$ cat src/rtl/dram_seq.sv
// dram_seq: DRAM access sequencer with multiplexed row/column addressing
// and CAS-before-RAS refresh scheduling, clocked from the 7.16 MHz C7M.
module dram_seq #(
  parameter int REF_INTERVAL = 26,
  parameter int REF_MAX      = 7
) (
  input  logic        C7M,
  input  logic        nRES,
  input  logic        Req,
  input  logic        ReqnWE,
  input  logic [22:0] ReqAddr,
  output logic        Ready,
  output logic        Done,
  output logic        RDLatch,
  output logic [10:0] RA,
  output logic        nRAS,
  output logic        nCAS0,
  output logic        nCAS1,
  output logic        nRWE,
  output logic [2:0]  RefPend,
  output logic [3:0]  state_dbg
);

  localparam int TW = (REF_INTERVAL > 1) ? $clog2(REF_INTERVAL) : 1;
  localparam logic [TW-1:0] TIMER_LAST = TW'(REF_INTERVAL - 1);
  localparam logic [2:0]    PEND_MAX   = 3'(REF_MAX);

  typedef enum logic [3:0] {
    IDLE, ROW, RAS, COL, CAS1, CAS2, RCAS, RRAS, RHOLD, PRE
  } state_t;

  state_t        state, state_nx;
  logic [TW-1:0] timer;
  logic          tick, accept, ref_start;
  logic          wr_q, bank_q;
  logic [10:0]   col_q;
  logic          cas_acc, cas_ref;
  logic          ras_nx, cas0_nx, cas1_nx, rwe_nx, rdl_nx, done_nx;
  logic [10:0]   ra_nx;

  assign state_dbg = state;

  // Handshake: Req/ReqnWE/ReqAddr are taken on a rising C7M edge only while
  // Ready is high; Ready is the sole combinational output, all others are
  // registered copies of what the next state implies.
  always_comb begin
    tick      = (timer == TIMER_LAST);
    Ready     = (state == IDLE) && (RefPend != PEND_MAX);
    accept    = Ready && Req;
    ref_start = (state == IDLE) && !accept && (RefPend != 3'd0);

    state_nx = state;
    case (state)
      IDLE: begin
        if (accept)         state_nx = ROW;
        else if (ref_start) state_nx = RCAS;
      end
      ROW:     state_nx = RAS;
      RAS:     state_nx = COL;
      COL:     state_nx = CAS1;
      CAS1:    state_nx = CAS2;
      CAS2:    state_nx = PRE;
      RCAS:    state_nx = RRAS;
      RRAS:    state_nx = RHOLD;
      RHOLD:   state_nx = PRE;
      PRE:     state_nx = IDLE;
      default: state_nx = IDLE;
    endcase

    cas_acc = (state_nx == CAS1) || (state_nx == CAS2);
    cas_ref = state_nx inside {RCAS, RRAS, RHOLD};
    ras_nx  = !(state_nx inside {RAS, COL, CAS1, CAS2, RRAS, RHOLD});
    cas0_nx = !(cas_ref || (cas_acc && !bank_q));
    cas1_nx = !(cas_ref || (cas_acc && bank_q));
    rwe_nx  = !(wr_q && (state_nx inside {COL, CAS1, CAS2}));
    rdl_nx  = !wr_q && (state_nx == CAS2);
    done_nx = (state == CAS2);

    // Row goes out straight from the request; column from the latched copy.
    ra_nx = RA;
    if (accept)                 ra_nx = ReqAddr[21:11];
    else if (state_nx == COL)   ra_nx = col_q;
  end

  always_ff @(posedge C7M or negedge nRES) begin
    if (!nRES) begin
      state   <= IDLE;
      timer   <= '0;
      RefPend <= '0;
      wr_q    <= 1'b0;
      bank_q  <= 1'b0;
      col_q   <= '0;
      RA      <= '0;
      nRAS    <= 1'b1;
      nCAS0   <= 1'b1;
      nCAS1   <= 1'b1;
      nRWE    <= 1'b1;
      RDLatch <= 1'b0;
      Done    <= 1'b0;
    end else begin
      state <= state_nx;
      timer <= tick ? '0 : timer + TW'(1);
      // A tick and a refresh start on the same edge cancel out.
      if (tick && !ref_start && (RefPend != PEND_MAX)) RefPend <= RefPend + 3'd1;
      else if (!tick && ref_start)                     RefPend <= RefPend - 3'd1;
      if (accept) begin
        wr_q   <= !ReqnWE;
        bank_q <= ReqAddr[22];
        col_q  <= ReqAddr[10:0];
      end
      RA      <= ra_nx;
      nRAS    <= ras_nx;
      nCAS0   <= cas0_nx;
      nCAS1   <= cas1_nx;
      nRWE    <= rwe_nx;
      RDLatch <= rdl_nx;
      Done    <= done_nx;
    end
  end

endmodule

$ cat config.mk
export PLATFORM = sky130hd
export DESIGN_NAME = dram_seq
export DESIGN_NICKNAME = d
export VERILOG_FILES = /design/src/rtl/dram_seq.sv
export SDC_FILE = /design/constraint.sdc
export NUM_CORES = 1
export LEC_CHECK = 0
export CORE_AREA = 3 3 56 63
export CTS_BUF_LIST = sky130_fd_sc_hd__clkbuf_16
export DETAILED_ROUTE_END_ITERATION = 8
export DIE_AREA = 0 0 59 66
export DONT_BUFFER_PORTS = 1
export GPL_TIMING_DRIVEN = 0
export PLACE_DENSITY = 0.89
export SLEW_MARGIN = 20
export SYNTH_ARGS = -nofsm -noshare
export SYNTH_HDL_FRONTEND = slang
export SYNTH_SLANG_ARGS = --single-unit
export TNS_END_PERCENT = 1
$ cat constraint.sdc
create_clock -name C7M -period 3.6 [get_ports C7M]
set_clock_uncertainty 0.1 [all_clocks]
set_input_delay 0.9 -clock C7M [delete_from_list [all_inputs] [get_ports C7M]]
set_output_delay 0.9 -clock C7M [all_outputs]
set_load 0.005 [all_outputs]
Yosys cells after proc, flatten, opt, wreduce, memory -nomap -nowiden
Index checks and enable logic that the tools add are counted.
{"block": "classes", "add_sub_neg": 3, "n_eq_ne": 17, "mux": 8, "n_reduce_logical": 32}
{"cell": "4-bit by 3-bit equality test with 1-bit output, second input constant", "n": 8}
{"cell": "4-bit case mux with 8 select lines", "n": 1}
{"cell": "11-bit two-way mux", "n": 2}
{"cell": "4-bit by 2-bit equality test with 1-bit output, second input constant", "n": 4}
{"cell": "1-bit logical AND", "n": 11}
{"cell": "1-bit zero test", "n": 10}
{"cell": "3-bit nonzero test", "n": 3}
{"cell": "4-bit equality test, second input constant", "n": 2}
{"cell": "4-bit two-way mux", "n": 2}
{"cell": "3-bit two-way mux", "n": 2}
{"cell": "6-bit nonzero test", "n": 1}
{"cell": "5-bit by 1-bit adder with 5-bit output, second input constant", "n": 1}
{"cell": "5-bit equality test, second input constant", "n": 1}
{"cell": "5-bit two-way mux", "n": 1}
{"cell": "4-bit by 1-bit equality test with 1-bit output, second input constant", "n": 1}
{"cell": "4-bit zero test", "n": 1}
{"cell": "2-bit nonzero test", "n": 2}
{"cell": "3-bit by 1-bit adder with 3-bit output, second input constant", "n": 1}
{"cell": "1-bit logical OR", "n": 3}
{"cell": "3-bit != test, second input constant", "n": 1}
{"cell": "3-bit by 1-bit subtractor with 3-bit output, second input constant", "n": 1}
{"cell": "2-bit OR reduction", "n": 1}
{"block": "totals", "reg_bits": 42, "input_bits": 27, "elab_cells": 73}

Logic depth before layout (Yosys ltp)
Gate-level depths: netlist (run 1).
{"block": "depth", "depth_word": 14, "mapped_depth": 11, "ltp_nobuf": 10}

Least setup slack after synthesis (run 1)
OpenSTA, ideal clock, no wires.
{"block": "synth_timing", "kind": "input -> register", "start": "input Req", "end": "register RefPend[2]", "setup_time_ns": 0.126, "arrival_ns": 2.235, "required_time_ns": 3.374, "setup_slack_ns": 1.139, "stages": 7, "n_path_buf": 0, "cell_sequence": "nor3_1 o31ai_1 inv_1 fa_1 nor4_1 a21oi_1 xnor2_1"}
{"block": "synth_between", "elab_chain_cells": 8, "word_cells_on_any_way": 10}
{"item": "start, declared", "line": "9", "source": "input logic Req,"}
{"item": "1-bit logical AND (*)", "line": "49", "source": "accept = Ready && Req;"}
{"item": "1-bit zero test (*)", "line": "50", "source": "ref_start = (state == IDLE) && !accept && (RefPend != 3'd0);"}
{"item": "1-bit logical AND (*) (2 in series)", "line": "50"}
{"item": "1-bit zero test", "line": "104", "source": "if (tick && !ref_start && (RefPend != PEND_MAX)) RefPend <= RefPend + 3'd1;"}
{"item": "1-bit logical AND (2 in series)", "line": "104"}
{"item": "3-bit two-way mux / 2-bit nonzero test (equally long branches)"}
{"item": "end signal, assigned", "line": "104"}
{"item": "end signal, assigned", "line": "105", "source": "else if (!tick && ref_start) RefPend <= RefPend - 3'd1;"}
{"item": "end, declared", "line": "20", "source": "output logic [2:0] RefPend,"}
Every way passes the cells marked *; elsewhere a longest branch is shown, timed or not.
A chain may end at the register's enable or synchronous reset.

Final worst setup path (run 1)
{"block": "layout_timing", "start": "register timer[1]", "end": "register RefPend[2]"}
{"block": "layout_between", "elab_chain_cells": 4, "word_cells_on_any_way": 7}
{"item": "start, declared", "line": "33", "source": "logic [TW-1:0] timer;"}
{"item": "start signal, assigned", "line": "102", "source": "timer <= tick ? '0 : timer + TW'(1);"}
{"item": "5-bit equality test (*)", "line": "47", "source": "tick = (timer == TIMER_LAST);"}
{"item": "1-bit logical AND / 1-bit zero test (equally long branches)", "line": "104, 105"}
{"item": "1-bit logical AND (on tied branches)", "line": "104, 105"}
{"item": "3-bit two-way mux / 2-bit nonzero test (equally long branches)"}
Marks and branches as above.

==> results of run 1 <==
cells by family after synthesis:
group                    count (synthesis)  share of synthesized area [%]
flip-flops                              42                           54.2
adder cells (fa/ha/maj)                  3                           2.31
XOR/XNOR                                 4                           1.80
AO/OA/AOI/OAI                           34                           10.7
buffers and inverters                   13                           4.05
AND/OR/NAND/NOR                         41                           10.9
multiplexers                            27                           16.1
per-layer routing:
metal | routed length [um] | share of wire (%)
met3 | 239 | 6.0
met1 | 1430 | 36
met4 | 82 | 2.1
met2 | 2230 | 56
met5 | 0 | 0
per-stage QoR:
step | instances | power (W) | util, % | setup WS (ps) | cell area, um^2
6_report | 206 | 0.00205 | 71.1 | 931 | 2130
3_5_place_dp | 198 | 0.00163 | 66.5 | 998 | 1990
3_3_place_gp | 198 | 0.00155 | 66.5 | 1080 | 1990
5_1_grt | 206 | 0.00218 | 71.1 | 776 | 2130
4_1_cts | 206 | 0.00206 | 71.1 | 946 | 2130
2_1_floorplan | 164 | 0.00144 | - | 1140 | 1950
how the worst max path moves through the flow:
stage | slack, ps | cells past startpoint | endpoint
final | 930 | 11 | RefPend[2]
after global routing | 780 | 11 | RefPend[2]
after CTS | 950 | 4 | Ready
after detailed placement | 1000 | 11 | RefPend[2]
after global placement | 1080 | 7 | RefPend[2]
after floorplan | 1140 | 7 | RefPend[2]
cells in the final DEF, fill, tap and decap left out, types with 2 or more instances in the layout:
| cell | count |
|---|---|
| a21oi_1 | 16 |
| a22o_1 | 2 |
| buf_6 | 4 |
| clkbuf_1 | 5 |
| clkbuf_16 | 5 |
| dfrtp_1 | 38 |
| dfstp_2 | 4 |
| ha_1 | 2 |
| inv_1 | 5 |
| mux2_2 | 5 |
| mux2_4 | 7 |
| mux2i_1 | 14 |
| nand2_1 | 5 |
| nand3_1 | 4 |
| nor2_1 | 20 |
| nor4_1 | 3 |
| o21ai_0 | 6 |
| o31ai_1 | 3 |
| xnor2_1 | 3 |
state kept, by name, indices dropped and copies added (netlist names), 3 cells and up:
| signal | cells |
|---|---|
| state_dbg | 4 |
| RefPend | 3 |
| RA | 11 |
| col_q | 11 |
| timer | 5 |
synthesized netlist by cell type, types with 2 or more instances:
master / count
a21oi_1: 16
a22o_1: 2
buf_6: 4
clkbuf_1: 5
dfrtp_1: 38
dfstp_2: 4
ha_1: 2
inv_1: 4
mux2_2: 5
mux2_4: 7
mux2i_1: 14
nand2_1: 5
nand3_1: 4
nor2_1: 20
nor4_1: 3
o21ai_0: 6
o31ai_1: 3
xnor2_1: 3
critical path, delay by kind of cell (launching register included):
family                     cells  cell delay, ps
DFF                            1             400
and+or+nand+nor                2             520
AOI/OAI and AO/OA              3             370
xor gates and xnor gates       1             140
buffers and inverters          3             430
adders and majority gates      2             580
power groups by stage:
stage | sequential [W] | clock (W) | combinational [W]
floorplan | 0.000834 | 0 | 0.000608
global placement | 0.000878 | 0 | 0.000674
detailed placement | 0.000893 | 0 | 0.000736
CTS | 0.000889 | 0.000425 | 0.000743
global route | 0.000917 | 0.000438 | 0.000820
finish | 0.000887 | 0.000420 | 0.000745
area by class of cell:
type | instances | area, um^2 | area share (%)
inverter | 4 | 15.0 | 0.705
multi-input combinational | 109 | 813 | 38.2
buffer | 9 | 63.8 | 3.00
sequential | 42 | 1060 | 49.6
clock buffer | 5 | 125 | 5.88
clock inverter | 3 | 12.5 | 0.588
tap | 34 | 42.5 | 2.00
==> results.txt, run 1 <==
Dividing the synthesized area by the synthesized cell count gives about 12 um^2. Data arrives at the worst endpoint at around 2700 ps. The netlist area before placement is 1950 um^2. Among all flip-flop cells after synthesis, the most frequent one is dfrtp_1. After routing, the total negative slack on setup checks comes to 0 ps. The number of global-route vias before repair came out at ~1,400.

The flow ran to the end, and the final reports show no timing, DRC or antenna violations. The first-pass GRT wire length came out at about 6400 um. The slew at the pin with the worst max-slew slack is roughly 520 ps. The met3 track demand over resource in global routing came out at slightly above 6%. The TritonCTS clock tree is yes. Setup repair after global routing left no endpoint under its margin.

The global routing stage identified its most utilized layer as met2. In this run the horizontal extent of the chip is between 50 and 60 um. The area of the core is 3000 um^2. The power share of the clock group came out at between 20% and 30%. Counting along the longest clock path gives a buffer depth of 2. The later pin in the worst-skew pair is clocked with a latency of roughly 280 ps. The critical register-to-register path endpoint is RefPend[2]. The switching share of power is between 30 and 40%. The clock buffer count from CTS is 5. The growth of design area from synthesis to finish came out at 9.25%. The final worst hold slack is 209 ps.

The number of synthesis warnings is 0. The headroom to the max-slew limit is between 60% and 70%. The average routed wire per standard cell came out at a little under 20 um. The sum of net half-perimeters after detailed placement is roughly 2900 um.

Sequential cells were found to cover 54.2% of the synthesized design area. The power dissipated by switching net loads is approximately 0.00074 W. The count of cells resized by post-cts repair is 0. The first-pass iteration count of the detailed router came out at 4.

The DRC violation count after routing came out at 0. The worst setup path is of the reg2reg kind. Of all cell types, the one taking the most synthesized area is dfrtp_1.

Buffers added to address setup during post-CTS repair amount to 0. Along the worst path, the maximum fanout reaches 6. The power density normalized to cell area is about 960 nW/um^2. STA classifies the critical path endpoint as a flop.

The total setup violations reported at the end of the flow is 0. The total of max-cap violations is 0. Counting stages on the worst path, the most repeated cell is inv_1. The remaining number of nets flagged by the antenna check after routing came out at 0. Yosys mapped a number of flops with a built-in enable equal to 0.

Based on the critical path, the design can be clocked at up to 375 MHz. The pin count of the biggest net entering global routing came out at between 40 and 50. The initial utilization of the core area, before any placement, comes to around two thirds. The via density per instance came out at between 6 and 7. The number of antenna violations at the first check in global routing is 0.

The die footprint came out at between 3000 and 4000 um^2. The floorplan has 21 rows. The die is between 60 and 70 um tall. The number of primary I/O pins is 52. The total length of routed wires is approximately 4000 um.

Walking the worst path, the cells encountered are inv_1 > ha_1 > and4b_1 > clkbuf_1 > o211ai_1 > o31ai_1 > inv_1 > fa_1 > nor4_1 > a21oi_1 > xnor2_1. The count of filler cells inserted in the layout is around 200. The met2 track demand over resource came out at around two fifths.

Global routing used approximately 23% of the available tracks across all layers. For this run, asynchronously set or reset flops after synthesis account for 100%. The routability congestion estimate from global placement is between 0.8 and 0.9. The fraction of power consumed by sequential logic is a little over two fifths. After clock tree synthesis, the flow added hold-fix buffers numbering 0.

The leakage power came out at ~1 nW. Summed over all layers, the global routing overflow is 0. The number of hold-slack violations in the final timing report came out at 0. The depth of the worst register-to-register path is 11. The clock period minus final worst setup slack is 2670 ps. The violation count after the first detailed-routing iteration is a little over 50. The number of instances in the synthesized netlist came out at between 150 and 200. The maximum ir drop on the vdd rail is 641 uV. The internal power consumption came out at 0.00131 W. The number of synthesized register bits is 42. The clock transition at the register clock pins on the worst setup and hold paths after CTS is around 60 ps.

After synthesis, the cell types taking the most area are dfrtp_1 (49%), mux2i_1 (7.2%), dfstp_2 (5.4%). In this run the clock root is driven by a clkbuf_16. The final antenna diode count is 0. The slowest library cell on the worst path is dfrtp_1. The required time of the critical path came out at ~3700 ps. The total vias in the final route came out at around 1,300. The H-tree was split into 2 levels. The portion of the clock cycle consumed by the worst path in the final layout is about three quarters. After synthesis, the netlist uses 37 different library cells.

STA classifies the critical path startpoint as a flop. The class of the tightest hold or removal check is in2async. The proportion of netlist area held by the largest area contributor came out at 48.8%.

The net count of the finished layout came out at 201. The number of port buffers is 0. The final max-slew violation count is 0. In this run the worst setup path begins at timer[1]. The worst reg-to-reg setup slack came out at 930 ps. The delay of the slowest cell on the worst path came out at 400 ps. The synthesized netlist net count came out at 194. The global-route met1 utilization came out at about a quarter.

The worst register-to-register path begins at timer[1]. The clock sink count is between 40 and 50. The combinational power share is between 30% and 40%. The share of final-layout standard cells stronger than drive strength 1 came out at about a fifth.
(Power assumes the default switching activity.)
==> inputs of run 2 (changes only) <==
--- a/config.mk
+++ b/config.mk
@@ -5,13 +5,14 @@
 export SDC_FILE = /design/constraint.sdc
 export NUM_CORES = 1
 export LEC_CHECK = 0
-export CORE_AREA = 3 3 56 63
+export ABC_AREA = 1
+export CORE_AREA = 3 3 60 68
 export CTS_BUF_LIST = sky130_fd_sc_hd__clkbuf_16
 export DETAILED_ROUTE_END_ITERATION = 8
-export DIE_AREA = 0 0 59 66
+export DIE_AREA = 0 0 63 71
 export DONT_BUFFER_PORTS = 1
 export GPL_TIMING_DRIVEN = 0
-export PLACE_DENSITY = 0.89
+export PLACE_DENSITY = 0.8
 export SLEW_MARGIN = 20
 export SYNTH_ARGS = -nofsm -noshare
 export SYNTH_HDL_FRONTEND = slang
==> constraint.sdc (replaced) <==
create_clock -name C7M -period 2.25 [get_ports C7M]
set_clock_uncertainty 0.1 [all_clocks]
set_input_delay 0.5625 -clock C7M [delete_from_list [all_inputs] [get_ports C7M]]
set_output_delay 0.5625 -clock C7M [all_outputs]
set_load 0.005 [all_outputs]
==> run 2 against run 1 <==
First-iteration DRC count up 80%. Critical path depth down 7. Hold slack worse by 200 ps. Synthesized cell count up 21%. Sequential share of layout area up 0.92 points.
==> results.txt, run 2 <==
The parity-gate share of the synthesized area counting xor and xnor cells came out at 0.470% (-1.3 points). The netlist area before placement is 1860 um^2 (-4.3%). The number of synthesis warnings came out at 0 (unchanged). The number of port buffers is 0 (unchanged). The average routed wire per standard cell came out at 14.4 um (-26%).

The final setup TNS came out at 0 ps (unchanged). The proportion of synthesized flip-flops having asynchronous set or reset came out at 100% (unchanged). The critical path is of the reg2out type.

The proportion of netlist area held by the largest area contributor came out at 51.0% (+2.2 points). The number of synthesized register bits came out at 42 (unchanged). The via density per instance is 5.32 (-16%). The worst path needs approximately 2100 ps of the cycle, external delays included. The internal power consumption came out at 0.00193 W (+47%). The total number of H-tree levels came to 2 (unchanged). The number of buffers added for setup after CTS was 0 (unchanged). The final worst hold slack was 12.8 ps (-197 ps). The effective utilization at floorplan came to 52.7% (-12 points).

The portion of the clock cycle consumed by the worst path in the final layout came out at a little over nine tenths. The total overflow reported by the global router was 0 (unchanged). The post-synthesis share of cell area spent on full adders, half adders and majority gates came to 2.42% (+0.10 points).

The number of placement rows came to 23 (+9.5%). The complex-gate fraction of the synthesized area came out at 5.91% (-4.8 points). Sorting the synthesized cells by area gives the leading types as dfrtp_1 (51%), nand3_1 (9.1%), nand2_1 (8.9%).

The share of the yosys chip area belonging to registers was 56.6% (+2.4 points). The slowest stage of the critical path belongs to the cell dfrtp_1. The per-instance average area after synthesis came out at 9.37 um^2 (-21%). The growth of design area from synthesis to finish came out at 12.1%. The power dissipated by switching net loads was 0.00120 W (+62%). The global router's overall resource usage is 18.7% (-4.1 points). The maximum ir drop on the vdd rail is 634 uV (-1.2%). The kind of launch point of the worst setup path is a flop.

The area taken by flip-flops and latches is 1060 um^2 (unchanged). The share of final-layout standard cells stronger than drive strength 1 is 13.9% (-4.7 points). The clock transition at the register clock pins on the worst setup and hold paths after CTS is 60 ps (about the same).

The area of combinational cells with multiple inputs was 714 um^2 (-12%). The synthesized design spends more area on one cell type than any other, namely dfrtp_1. The power density normalized to cell area came out at 1500 nW/um^2 (+55%). The leakage power is 1.03 nW (+1.4%). The total of max-cap violations came out at 0 (unchanged).

The clock buffer count from CTS is 5 (unchanged). The unique cell type count in the Yosys netlist came out at 24 (-35%). The worst path arrival time was 1450 ps (-1280 ps). The kind of cell adding the most delay to the critical path is simple AND/OR/NAND/NOR gates. The number of global-route vias before repair is 1,353 (-1.2%). The DRC violation count after routing was 0 (unchanged). The first-pass iteration count of the detailed router is 4 (unchanged). The clock sink count is 42 (unchanged). The most frequent cell on the critical path is nor2_4.

After synthesis, the most frequently instantiated cells are nand2_1 (44), dfrtp_1 (38), nand3_1 (34). The power share of the clock group came out at 21.7% (+1.2 points). The largest fanout on the critical path is 10 (+4). The remaining number of nets flagged by the antenna check after routing is 0 (unchanged).

The area of the core came out at 3540 um^2 (+18%). The total length of routed wires is 3710 um (-6.8%). The worst setup margin came out at 136 ps (-795 ps).

The count of buffer and inverter cells on the critical path is 1 (-2). The combinational power share came out at 34.8% (-1.5 points). The required time of the critical path is 1590 ps (-2070 ps). The final core utilization was 59.0% (-12 points). TritonCTS built the clock tree.

The multiplexer share of the synthesized area came out at 0.604% (-15 points). The first-pass GRT wire length is 6400 um (-0.53%). In the final layout, the registers with the most flip-flops are RA x11, col_q x11, timer x5. The most frequently used flop master after synthesis is dfrtp_1. The count of filler cells inserted in the layout came to 308 (+52%).

The height of the chip is 71 um (+7.6%). The number of primary I/O pins is 52 (unchanged). The violation count after the first detailed-routing iteration came out at 92 (+80%). The number of synthesized flops with an enable pin came out at 0 (unchanged). The fraction of power consumed by sequential logic came out at 43.5% (+0.3 points). The area of all placed cells without fillers is 2090 um^2 (-1.8%). Leaving out fill and tap cells, the most frequent cells in the layout are nand2_1 (44), dfrtp_1 (38), nand3_1 (34), nor2_1 (21), inv_1 (13). The routability congestion estimate from global placement came out at 0.767 (-8.3%). The slew at the pin with the worst max-slew slack came out at 476 ps (-42.2 ps). The net count of the finished layout came out at 237 (+18%). The total setup violations reported at the end of the flow came out at 0 (unchanged).

The number of hold-slack violations in the final timing report came out at 0 (unchanged). The placement-stage worst setup slack was 246 ps (-753 ps). The largest buffer count on any clock path is 2 (unchanged). The final max-slew violation count came out at 0 (unchanged). The most frequent standard cell in the layout excluding fill and tap cells is nand2_1. Timing would allow up to between 400 and 500 MHz. The pin count of the biggest net entering global routing came out at 39 (-9.3%). The switching share of power is 38.3% (+2.2 points). In the post-synthesis netlist, the cell with the most instances is nand2_1.

The nature of the critical path endpoint is a primary output. The worst-skew pair later-pin latency came to 280 ps (about the same). The delay of the slowest cell on the worst path is 480 ps (+80 ps). The placed standard-cell area is 1930 um^2 (-3.2%). The number of antenna violations at the first check in global routing came out at 0 (unchanged). In this run the worst hold path is classified as in2async. The die footprint is 4470 um^2 (+15%). The horizontal die dimension is 63 um (+6.8%). The headroom to the max-slew limit is 68.3% (+3.1 points). The cell sitting at the root of the clock tree is a clkbuf_16. The synthesized netlist net count came to 229 (+18%). The largest family of logic cells by synthesized area is simple AND/OR/NAND/NOR gates.

The final antenna diode count came out at 0 (unchanged). The share of synthesized cell area in and, or, nand and nor gates is 28.9% (+18 points). Traced cell by cell, the critical path runs through nor2_4 > nand2_2 > nor2_4 > buf_4.

The flow ran to the end, and the final reports show no timing, DRC or antenna violations. The number of instances in the synthesized netlist came to 199 (+21%). The total vias in the final route was 1,373 (+5.3%).

The sum of net half-perimeters after detailed placement came to 2690 um (-7.3%). Setup repair after global routing left no endpoint under its margin.
-- run 2: cell types whose count changed after synthesis, sizes merged, moves of 12 or more --
| cell | change |
|---|---|
| mux2 | -12 |
| nand2 | +43 |
| mux2i | -14 |
| a21oi | -13 |
| nand3 | +30 |
| a31oi | +12 |
-- run 2: repair_timing --
item                                    in CTS  in global routing
endpoints found under the hold margin       38                  0
endpoints found under the setup margin       0                  0
hold buffers                                 1                  0
resized for setup                            0                  0
-- run 2: routing by layer --
metal	GRT usage (%)	vias to the layer above	part of all wire, %
li1	-	681	-
met1	20.4	636	38
met2	32.1	52	51
met3	8.41	4	9.6
met4	6.62	0	1.1
met5	0	-	0
-- run 2: worst paths after layout --
kind                       slack, ps          from      endpoint  depth (start not counted)
max                              140  state_dbg[1]         Ready                          4
min                               10          nRES  state_dbg[0]                          1
min in group C7M                 300        ReqnWE          wr_q                          1
min reg2reg                      340          wr_q          nRWE                          1
max reg2reg                      250  state_dbg[1]    RefPend[2]                          9
max in group asynchronous       1840          nRES    RefPend[0]                          1
-- run 2: layout make-up --
cell class                      count  share of cell area [%]
Multi-Input combinational cell    138                    34.2
Inverter                           12                    2.16
Tap cell                           50                    2.99
Sequential cell                    42                    50.5
Clock buffer                        5                    5.99
Clock inverter                      3                   0.838
Buffer                              7                    2.34
Timing Repair Buffer                1                   0.958
-- run 2: kinds of logic after synthesis --
kind of cell	Yosys count
buf+inv	19
simple gates	114
fa+ha+maj	3
mux	1
flops	42
compound gates	19
xor+xnor	1
-- run 2: power groups by stage --
stage / registers [W] / logic (W) / clock network [W]
floorplan: 0.00131 / 0.000883 / 0
global placement: 0.00137 / 0.00103 / 0
detailed placement: 0.00138 / 0.00107 / 0
CTS: 0.00137 / 0.00109 / 0.000697
global route: 0.00140 / 0.00127 / 0.000727
finish: 0.00136 / 0.00109 / 0.000679
-- run 2: stage by stage --
step | power (W) | cells
6_report | 0.00313 | 258
5_1_grt | 0.00340 | 258
4_1_cts | 0.00316 | 258
3_5_place_dp | 0.00245 | 249
3_3_place_gp | 0.00240 | 249
2_1_floorplan | 0.00220 | 199
